**config.mk**
```make
export PLATFORM = sky130hd
export DESIGN_NAME = sound_mixer_dac
export DESIGN_NICKNAME = d
export VERILOG_FILES = /design/src/rtl/sound_pkg.sv /design/src/rtl/sound_sdm.sv /design/src/rtl/sound_mixer_dac.sv
export SDC_FILE = /design/constraint.sdc
export NUM_CORES = 1
export LEC_CHECK = 0
export ABC_AREA = 1
export CORE_ASPECT_RATIO = 0.75
export CORE_UTILIZATION = 45
export DETAILED_ROUTE_END_ITERATION = 12
export HOLD_SLACK_MARGIN = 0.05
export MAX_ROUTING_LAYER = met4
export PLACE_DENSITY_LB_ADDON = 0.25
export SKIP_CTS_REPAIR_TIMING = 1
export SYNTH_ARGS = -nofsm -noshare
export SYNTH_HDL_FRONTEND = slang
export SYNTH_HIERARCHICAL = 1
export SYNTH_SLANG_ARGS = --single-unit
```
**constraint.sdc**
```tcl
create_clock -name clk -period 9.35 [get_ports clk]
set_input_delay 2.805 -clock clk [delete_from_list [all_inputs] [get_ports clk]]
set_output_delay 2.805 -clock clk [all_outputs]
set_load 0.05 [all_outputs]
```
**src/rtl/sound_pkg.sv**
```systemverilog
// Shared constants, types and helpers for the four-channel mixer and DAC stage.
// Channel n is stored at index n-1 of every per-channel vector.
package sound_pkg;

  localparam int unsigned LEVEL_W   = 4;
  localparam int unsigned CH_COUNT  = 4;
  localparam int unsigned PCM_W     = 16;
  localparam int unsigned SDM_ACC_W = 17;
  localparam int          BIAS      = 15;

  localparam int unsigned VOL_W          = 3;
  localparam int unsigned NR50_LEFT_LSB  = 4;
  localparam int unsigned NR50_RIGHT_LSB = 0;
  localparam int unsigned NR51_LEFT_LSB  = 4;
  localparam int unsigned NR51_RIGHT_LSB = 0;

  localparam int unsigned TERM_W = LEVEL_W + 2;
  localparam int unsigned SUM_W  = 7;
  localparam int unsigned PROD_W = 10;

  typedef logic signed [TERM_W-1:0] term_t;
  typedef logic signed [SUM_W-1:0]  sum_t;
  typedef logic signed [PROD_W-1:0] prod_t;

  typedef struct packed {
    logic [CH_COUNT-1:0][LEVEL_W-1:0] level;
    logic [CH_COUNT-1:0]              enable;
    logic [CH_COUNT-1:0]              pan_left;
    logic [CH_COUNT-1:0]              pan_right;
    logic [VOL_W-1:0]                 vol_left;
    logic [VOL_W-1:0]                 vol_right;
    logic                             sound_on;
  } snap_t;

  // 2*level - 15, centred on zero; a disabled channel contributes silence.
  function automatic term_t remove_bias(input logic [LEVEL_W-1:0] level, input logic enable);
    term_t twice;
    twice = term_t'({level, 1'b0});
    return enable ? (twice - term_t'(BIAS)) : '0;
  endfunction

  // sum * (vol + 1) built from shifted copies of the sum.
  function automatic prod_t scale_volume(input sum_t sum, input logic [VOL_W-1:0] vol);
    prod_t base;
    prod_t acc;
    base = prod_t'(sum);
    acc  = base;
    for (int b = 0; b < VOL_W; b++) begin
      if (vol[b]) acc = acc + (base <<< b);
    end
    return acc;
  endfunction

endpackage

```
**src/rtl/sound_sdm.sv**
```systemverilog
// First-order sigma-delta modulator for one audio side.
// Signed PCM is turned into offset binary and the accumulator carry is the output bit.
module sound_sdm
  import sound_pkg::*;
(
  input  logic                    clk,
  input  logic                    rst,
  input  logic signed [PCM_W-1:0] i_pcm,
  output logic                    o_bit
);

  logic [PCM_W-1:0]     w_offset;
  logic [SDM_ACC_W-1:0] r_acc;

  // Adding 32768 to a 16-bit two's complement value is just an MSB flip.
  assign w_offset = {~i_pcm[PCM_W-1], i_pcm[PCM_W-2:0]};

  always_ff @(posedge clk) begin
    if (!rst) begin
      r_acc <= '0;
    end else begin
      r_acc <= {1'b0, r_acc[PCM_W-1:0]} + {1'b0, w_offset};
    end
  end

  assign o_bit = r_acc[SDM_ACC_W-1];

endmodule

```
**src/rtl/sound_mixer_dac.sv**
```systemverilog
// Mixes the four tone channels into signed 16-bit PCM at a fixed sample rate
// and drives one sigma-delta bitstream per side.
module sound_mixer_dac
  import sound_pkg::*;
#(
  parameter int unsigned SAMPLE_DIV = 48,
  parameter int unsigned PCM_SHIFT  = 6
) (
  input  logic                       clk,
  input  logic                       rst,
  input  logic [LEVEL_W-1:0]         ch1_level,
  input  logic [LEVEL_W-1:0]         ch2_level,
  input  logic [LEVEL_W-1:0]         ch3_level,
  input  logic [LEVEL_W-1:0]         ch4_level,
  input  logic [CH_COUNT-1:0]        ch_enable,
  input  logic                       sound_on,
  input  logic [7:0]                 nr50,
  input  logic [7:0]                 nr51,
  output logic signed [PCM_W-1:0]    pcm_left,
  output logic signed [PCM_W-1:0]    pcm_right,
  output logic                       pcm_valid,
  output logic                       sdm_left,
  output logic                       sdm_right
);

  localparam int unsigned     CNT_W    = 16;
  localparam logic [CNT_W-1:0] CNT_LAST = CNT_W'(SAMPLE_DIV - 1);

  logic [CNT_W-1:0] r_cnt;
  logic             w_strobe;

  snap_t w_snap;
  snap_t r_snap;
  logic  r_v1;

  term_t w_term [CH_COUNT];
  sum_t  w_sum_left;
  sum_t  w_sum_right;
  sum_t  r_sum_left;
  sum_t  r_sum_right;
  logic [VOL_W-1:0] r_vol_left;
  logic [VOL_W-1:0] r_vol_right;
  logic  r_on2;
  logic  r_v2;

  prod_t r_prod_left;
  prod_t r_prod_right;
  logic  r_v3;

  logic signed [PCM_W-1:0] w_ext_left;
  logic signed [PCM_W-1:0] w_ext_right;

  // VIN routing bits of NR50 have no effect in this mixer.
  logic w_unused_vin;
  assign w_unused_vin = ^{nr50[7], nr50[3]};

  // Sample cadence.
  assign w_strobe = (r_cnt == CNT_LAST);

  always_ff @(posedge clk) begin
    if (!rst) begin
      r_cnt <= '0;
    end else if (w_strobe) begin
      r_cnt <= '0;
    end else begin
      r_cnt <= r_cnt + CNT_W'(1);
    end
  end

  // Snapshot every control input at the strobe so later writes cannot disturb the sample.
  always_comb begin
    w_snap           = '0;
    w_snap.level     = {ch4_level, ch3_level, ch2_level, ch1_level};
    w_snap.enable    = ch_enable;
    w_snap.pan_left  = nr51[NR51_LEFT_LSB +: CH_COUNT];
    w_snap.pan_right = nr51[NR51_RIGHT_LSB +: CH_COUNT];
    w_snap.vol_left  = nr50[NR50_LEFT_LSB +: VOL_W];
    w_snap.vol_right = nr50[NR50_RIGHT_LSB +: VOL_W];
    w_snap.sound_on  = sound_on;
  end

  always_ff @(posedge clk) begin
    if (!rst) begin
      r_snap <= '0;
      r_v1   <= 1'b0;
    end else begin
      r_v1 <= w_strobe;
      if (w_strobe) r_snap <= w_snap;
    end
  end

  // Bias removal and per-side panning sum.
  always_comb begin
    w_sum_left  = '0;
    w_sum_right = '0;
    for (int i = 0; i < CH_COUNT; i++) begin
      w_term[i] = remove_bias(r_snap.level[i], r_snap.enable[i]);
      if (r_snap.pan_left[i])  w_sum_left  = w_sum_left  + sum_t'(w_term[i]);
      if (r_snap.pan_right[i]) w_sum_right = w_sum_right + sum_t'(w_term[i]);
    end
  end

  always_ff @(posedge clk) begin
    if (!rst) begin
      r_sum_left  <= '0;
      r_sum_right <= '0;
      r_vol_left  <= '0;
      r_vol_right <= '0;
      r_on2       <= 1'b0;
      r_v2        <= 1'b0;
    end else begin
      r_v2 <= r_v1;
      if (r_v1) begin
        r_sum_left  <= w_sum_left;
        r_sum_right <= w_sum_right;
        r_vol_left  <= r_snap.vol_left;
        r_vol_right <= r_snap.vol_right;
        r_on2       <= r_snap.sound_on;
      end
    end
  end

  // Master volume; the result is held between samples and drives the PCM outputs.
  always_ff @(posedge clk) begin
    if (!rst) begin
      r_prod_left  <= '0;
      r_prod_right <= '0;
      r_v3         <= 1'b0;
    end else begin
      r_v3 <= r_v2;
      if (r_v2) begin
        r_prod_left  <= r_on2 ? scale_volume(r_sum_left, r_vol_left)   : '0;
        r_prod_right <= r_on2 ? scale_volume(r_sum_right, r_vol_right) : '0;
      end
    end
  end

  assign w_ext_left  = PCM_W'(r_prod_left);
  assign w_ext_right = PCM_W'(r_prod_right);
  assign pcm_left    = w_ext_left  <<< PCM_SHIFT;
  assign pcm_right   = w_ext_right <<< PCM_SHIFT;
  assign pcm_valid   = r_v3;

  sound_sdm u_sdm_left (
    .clk   (clk),
    .rst   (rst),
    .i_pcm (pcm_left),
    .o_bit (sdm_left)
  );

  sound_sdm u_sdm_right (
    .clk   (clk),
    .rst   (rst),
    .i_pcm (pcm_right),
    .o_bit (sdm_right)
  );

endmodule
```
==> impl_metrics.csv, run 1 <==
group,metric,value,unit
placed_design,place_area,10200,um^2
cells_and_area,final_cell_mix,"nand2_1 (380), inv_1 (186), dfxtp_1 (129), a21oi_1 (97), nor2_1 (95)",
routing,drtIter0Drc,624,
setup_path,path_class,"primary input to register",
floorplan,placementRows,45,
cts,clk_pin_slew,60,ps
setup_path,r2r_slack,5320,ps
routing,routed_wl,22600,um
synthesis,synth_edf_count,0,
setup_path,r2r-start,"r_snap[15]$_SDFFE_PN0P_",
global_route,grt-ovfl-total,0,
floorplan,start_util,0.462,
setup_path,critPathLaunchType,"primary input",
routing,via_per_inst,5.04,
cells_and_area,layout_commonest_cell,"nand2_1",
floorplan,num_io_pins,74,
cts,clock-root-buffer,"clkbuf_16",
setup_path,worst-r2r-cell-count,26,
cts,cts-buffers-inserted,17,
cells_and_area,nFillCells,2001,
floorplan,die_w,169,um
min_path,min_path_cells,1,
routing,vias,8814,
sta,period_needed,4730,ps
cells_and_area,drive_gt1_frac,0.0812,
cells_and_area,finalNetCount,1591,
sta,fin_crit_sh,0.505,
cts,cts_tree,"built",
power_and_ir_drop,p_per_area,132,nW/um^2
routing,wl_per_cell,12.9,um
setup_path,critPathLaunch,"rst",
power_and_ir_drop,leakage,5.36,nW
min_path,worstHoldStart,"r_cnt[0]$_SDFF_PP0_",
floorplan,die_h,127,um
setup_path,cp_max_fo,48,
synthesis,synth_cell_types,49,
synthesis,ys_ff_latch,129,
setup_path,cp-end-kind,"register",
cells_and_area,area.growth.synth_to_final,15.7,%
cts,clock_path_buffers,2,
sta,setup-tns-final,0,ps
setup_path,cp_data_arrival_time,5080,ps
cts,clk-insertion-delay-late,420,ps
synthesis,yosysWarnings,6,
synthesis,syn_avg_cell_area,6.79,um^2
setup_path,cp_slowest_stage_delay,700,ps
setup_path,crit_path_top_delay_cell,"nand2_1",
global_route,groute.usage.overall,0.230,
sta,timing.fmax,0.212,GHz
setup_path,worstPathRequired,9700,ps
routing,ant_nets,0,
setup_path,r2r-end,"r_sum_right[6]$_SDFFE_PN0P_",
synthesis,synth_top_flop_cell,"dfxtp_1",
routing,dr.pass1.iters,6,
setup_path,worstPathCellList,"buf_2 > buf_4 > nand2_1 > inv_2 > o21ai_0 > a21oi_1",
global_route,grt_pass1_vias,8041,
cells_and_area,antenna_cells,0,
cts,h-tree-depth,4,
run_status,outcome,"finished clean",
sta,finalSetupViolCount,0,
sta,rsz0062_at_grt,"false",
routing,drc_errors,0,
power_and_ir_drop,ir_drop,0.114,mV
synthesis,synthCells,1383,
cts,clock_sinks,129,
placed_design,portBuffers,59,
min_path,min_to,"r_cnt[0]$_SDFF_PP0_",
sta,fin_skew,11.0,ps
placed_design,place_congestion,0.892,
global_route,grt_antenna_before_repair,0,
job,drv_cap,0,
synthesis,ys_async_sr_fraction,0,
sta,maxSlewHeadroom,0.350,
sta,hold_violations,0,
global_route,grt_max_degree,49,
synthesis,synth_area,9390,um^2
sta,worst_pin_slew,973,ps
global_route,grt_pass1_wl,38700,um
placed_design,dp_hpwl,17100,um
synthesis,ys_seq_area_frac,0.275,
min_path,hp-class,"register to register",
cells_and_area,fin_area,10900,um^2
floorplan,core_area,20300,um^2
sta,slew_viol_final,0,
floorplan,dieArea,21500,um^2
## worst max path at each step
| stage | end | slack [ps] | cells past startpoint |
|---|---|---|---|
| after global placement | r_cnt[13]$_SDFF_PP0_ | 4220 | 6 |
| after global routing | r_cnt[13]$_SDFF_PP0_ | 4480 | 6 |
| final | r_cnt[13]$_SDFF_PP0_ | 4620 | 6 |
| after floorplan | r_prod_left[0]$_SDFFE_PN0P_ | 5730 | 4 |
| after detailed placement | r_cnt[13]$_SDFF_PP0_ | 4240 | 6 |
| after CTS | r_cnt[13]$_SDFF_PP0_ | 4630 | 6 |
## critical path, delay by kind of cell
| kind | cells | cell delay, ps |
|---|---|---|
| buffers and inverters | 3 | 1210 |
| AND/OR/NAND/NOR | 1 | 700 |
| AO/OA/AOI/OAI | 2 | 310 |
## layout make-up
type / instances / area (um^2) / share of cell area
well taps: 282 / 353 / 0.0325
clock inverters: 14 / 201 / 0.0185
clock buffers: 18 / 429 / 0.0395
repair buffers: 62 / 608 / 0.0560
multi-input cells: 1039 / 5930 / 0.545
inverters: 204 / 766 / 0.0705
flip-flops and latches: 129 / 2580 / 0.238
## routing by layer
metal	track usage	vias up	share of wire
met5	-	-	0
met4	0.0481	0	0.0071
met3	0.0403	13	0.045
met2	0.330	177	0.40
met1	0.336	4015	0.54
li1	-	4609	-
## report_power, final
part | switching [mW] | leakage [nW] | internal (mW)
Clock | 0.272 | 0.302 | 0.451
Sequential | 0.00579 | 1.04 | 0.565
Combinational | 0.0877 | 4.01 | 0.0516
## cell usage after synthesis, types with 3 or more instances
master,instances,area (um^2)
a21oi_1,97,485
a22o_1,26,228
nand3_2,12,120
inv_1,186,698
xnor2_1,11,96.3
buf_4,13,97.6
clkbuf_1,12,45.0
nand2_2,21,131
or2_2,3,18.8
nand4_1,15,93.8
nor2_1,95,357
nand3_1,70,350
o21ai_0,81,405
dfxtp_1,129,2580
ha_1,89,1110
a21oi_2,6,52.6
o21ai_1,13,65.1
xor2_1,17,149
nor3_2,9,90.1
inv_2,16,60.1
nor2_2,4,25.0
o21ai_2,3,26.3
nand2_1,380,1430
buf_2,7,35.0
nand3b_1,5,37.5
nor3_1,4,20.0
a31oi_1,15,93.8
fa_1,10,200
## per-stage QoR
| step | utilization | hold WS, ps | setup slack (ps) | total power [mW] | std cells |
|---|---|---|---|---|---|
| finish | 0.535 | 445 | 4620 | 1.43 | 1748 |
| global route | 0.535 | 484 | 4480 | 1.49 | 1748 |
| CTS | 0.535 | 453 | 4630 | 1.44 | 1748 |
| detailed placement | 0.504 | 438 | 4240 | 0.713 | 1716 |
| global placement | 0.504 | 426 | 4220 | 0.710 | 1716 |
| floorplan | - | 418 | 5730 | 0.684 | 1408 |
## flip-flops by register name, indices dropped and copies added (netlist names)
| name | flops |
|---|---|
| r_snap | 35 |
| r_v1 | 1 |
| r_sum_left | 7 |
| pcm_valid | 1 |
| r_prod_left | 10 |
| r_prod_right | 10 |
| r_v2 | 1 |
| u_sdm_right/r_acc | 17 |
| r_vol_right | 3 |
| u_sdm_left/r_acc | 17 |
| r_on2 | 1 |
| r_sum_right | 7 |
| r_cnt | 16 |
| r_vol_left | 3 |
## logic make-up (layout without fill, tap and decap cells)
family,Yosys count,in the layout,synth area share
other,1,26,0.000399
AND/OR/NAND/NOR,630,630,0.295
buffers and inverters,240,298,0.104
AO/OA/AOI/OAI,256,256,0.160
adder cells (fa/ha/maj),99,99,0.140
flip-flops,129,129,0.275
XOR/XNOR,28,28,0.0261
(Power assumes the default switching activity.)
==> inputs of run 2 (changes only) <==
Clock period 9.35 ns to 4.8 ns, I/O delays scaled along.
==> run 2 against run 1 <==
Against the previous run: setup slack worse by 3900 ps; highest routed layer unchanged; hold slack better by 4.4 ps; first-iteration DRC count up 27%; critical endpoint is now r_sum_left[6]$_SDFFE_PN0P_; register-to-register slack worse by 4600 ps; sequential share of layout area up 0.091 points.
==> impl_metrics.csv, run 2 (synthesis gave the netlist of run 1 again) <==
group,metric,value,unit
global_route,grt_max_degree,45,
routing,ant_nets,0,
floorplan,dieArea,21500,um^2
power_and_ir_drop,pwr-share-clk,0.484,
global_route,grt_pass1_vias,7987,
cells_and_area,area.growth.synth_to_final,15.3,%
cts,h-tree-depth,4,
power_and_ir_drop,p_seq_frac,0.413,
placed_design,portBuffers,59,
cts,cts_tree,"built",
job,drv_cap,0,
power_and_ir_drop,p_per_area,249,nW/um^2
routing,vias,8785,
floorplan,start_util,0.462,
sta,hold_violations,0,
global_route,grt_antenna_before_repair,0,
floorplan,die_h,127,um
cts,cts-buffers-inserted,17,
setup_path,cp-end-kind,"register",
sta,fin_skew,14.8,ps
sta,maxSlewHeadroom,0.418,
global_route,grt-ovfl-total,0,
routing,dr.pass1.iters,6,
floorplan,placementRows,45,
cells_and_area,largest_reg_flops,35,
routing,drtIter0Drc,792,
routing,drc_errors,0,
min_path,hp-class,"register to register",
sta,slew_viol_final,0,
power_and_ir_drop,comb_power_share,0.103,
cts,clk_pin_slew,70,ps
sta,period_needed,4060,ps
cells_and_area,largest_register,"r_snap",
setup_path,cp_data_arrival_time,4360,ps
routing,routed_wl,23000,um
routing,wl_per_cell,13.1,um
cells_and_area,regArea,2580,um^2
cells_and_area,antenna_cells,0,
sta,finalSetupViolCount,0,
placed_design,place_area,10200,um^2
power_and_ir_drop,leakage,5.34,nW
power_and_ir_drop,swShare,0.277,
power_and_ir_drop,power,2.69,mW
sta,setup-tns-final,0,ps
sta,timing.fmax,0.246,GHz
routing,wl_met1,12400,um
cells_and_area,final_cell_mix,"nand2_1 (380), inv_1 (186), dfxtp_1 (129), a21oi_1 (97), nor2_1 (95)",
placed_design,place_congestion,0.901,
routing,dr_wl_met3,1000,um
cts,clock-root-buffer,"clkbuf_16",
cells_and_area,finalNetCount,1592,
setup_path,path_class,"register to register",
cells_and_area,layout_commonest_cell,"nand2_1",
power_and_ir_drop,ir_drop,0.214,mV
placed_design,dp_cells,1717,
cts,clock_path_buffers,2,
routing,top_layer,"met4",
placed_design,dp_hpwl,17400,um
global_route,groute.usage.overall,0.231,
cts,clock_sinks,129,
global_route,grt_pass1_wl,38500,um
floorplan,core_area,20300,um^2
sta,fin_crit_sh,0.846,
sta,worst_pin_slew,872,ps
power_and_ir_drop,intPower,1.95,mW
setup_path,worstPathRequired,5100,ps
cells_and_area,fin_area,10800,um^2
cts,clk-insertion-delay-late,420,ps
run_status,outcome,"finished clean",
cells_and_area,reg_top3,"r_snap x35, u_sdm_left/r_acc x17, u_sdm_right/r_acc x17",
routing,via_per_inst,5.02,
cells_and_area,fin_cells,1749,
cells_and_area,drive_gt1_frac,0.0825,
routing,wl_met2,9480,um
setup_path,cp_max_fo,6,
setup_path,critPathLaunchType,"register",
cells_and_area,nFillCells,1977,
floorplan,die_w,169,um
power_and_ir_drop,switchingPower,0.745,mW
cells_and_area,multi_input_area,5930,um^2
sta,rsz0062_at_grt,"false",
cells_and_area,fin_util,0.533,
floorplan,num_io_pins,74,
[run 2: changes by cell type in the layout (fill, tap and decap cells not counted), sizes merged]
cell / before / now
inv: 207 / 210
bufinv: 4 / 1
buf: 4 / 5
[run 2: critical path, cell delays in order (launching register included)]
cell and delay (ps):
dfxtp_1 460, nand2_1 230, xor2_1 230, ha_1 200, inv_1 50, nand2_1 80
nor2_1 130, o22ai_2 100, ha_1 400, nand3_1 140, nand3_1 90, nand2_1 70
a21boi_0 240, o21ai_0 110, nand3_1 100, nand2_1 70, ha_1 340, nand2_1 70
inv_1 50, nand4_1 70, nand3_1 90, o21ai_0 170, inv_1 70, nand3_1 100
nand2_1 60, a21oi_1 130, a21oi_1 80
[run 2: cell type report]
type	count	share of cell area
Timing Repair Buffer	63	0.0569
Clock inverter	14	0.0132
Clock buffer	18	0.0406
Tap cell	282	0.0326
Sequential cell	129	0.239
Inverter	204	0.0707
Multi-Input combinational cell	1039	0.548
[run 2: per-stage QoR]
| stage | hold slack (ps) | setup WS [ps] |
|---|---|---|
| floorplan | 418 | 1290 |
| global placement | 428 | 923 |
| detailed placement | 445 | 853 |
| CTS | 455 | 823 |
| global route | 475 | 244 |
| finish | 450 | 740 |
[run 2: power by group through the flow]
| stage | Clock, mW | Combinational, mW | Sequential, mW |
|---|---|---|---|
| floorplan | 0 | 0.197 | 1.14 |
| global placement | 0 | 0.250 | 1.13 |
| detailed placement | 0 | 0.255 | 1.14 |
| CTS | 1.33 | 0.257 | 1.11 |
| global route | 1.38 | 0.311 | 1.11 |
| finish | 1.30 | 0.277 | 1.11 |
[run 2: final timing paths]
path | from | to | slack (ps) | cells past startpoint
setup reg to reg | r_snap[16]$_SDFFE_PN0P_ | r_sum_left[6]$_SDFFE_PN0P_ | 740 | 26
hold / removal | r_cnt[0]$_SDFF_PP0_ | r_cnt[0]$_SDFF_PP0_ | 450 | 1
hold reg to reg | r_cnt[0]$_SDFF_PP0_ | r_cnt[0]$_SDFF_PP0_ | 450 | 1
setup / recovery | r_snap[16]$_SDFFE_PN0P_ | r_sum_left[6]$_SDFFE_PN0P_ | 740 | 26
[run 2: per-layer routing]
layer / vias to the layer above / GRT usage
li1: 4616 / -
met1: 4004 / 0.331
met2: 151 / 0.335
met3: 14 / 0.0406
met4: 0 / 0.0535
met5: - / -
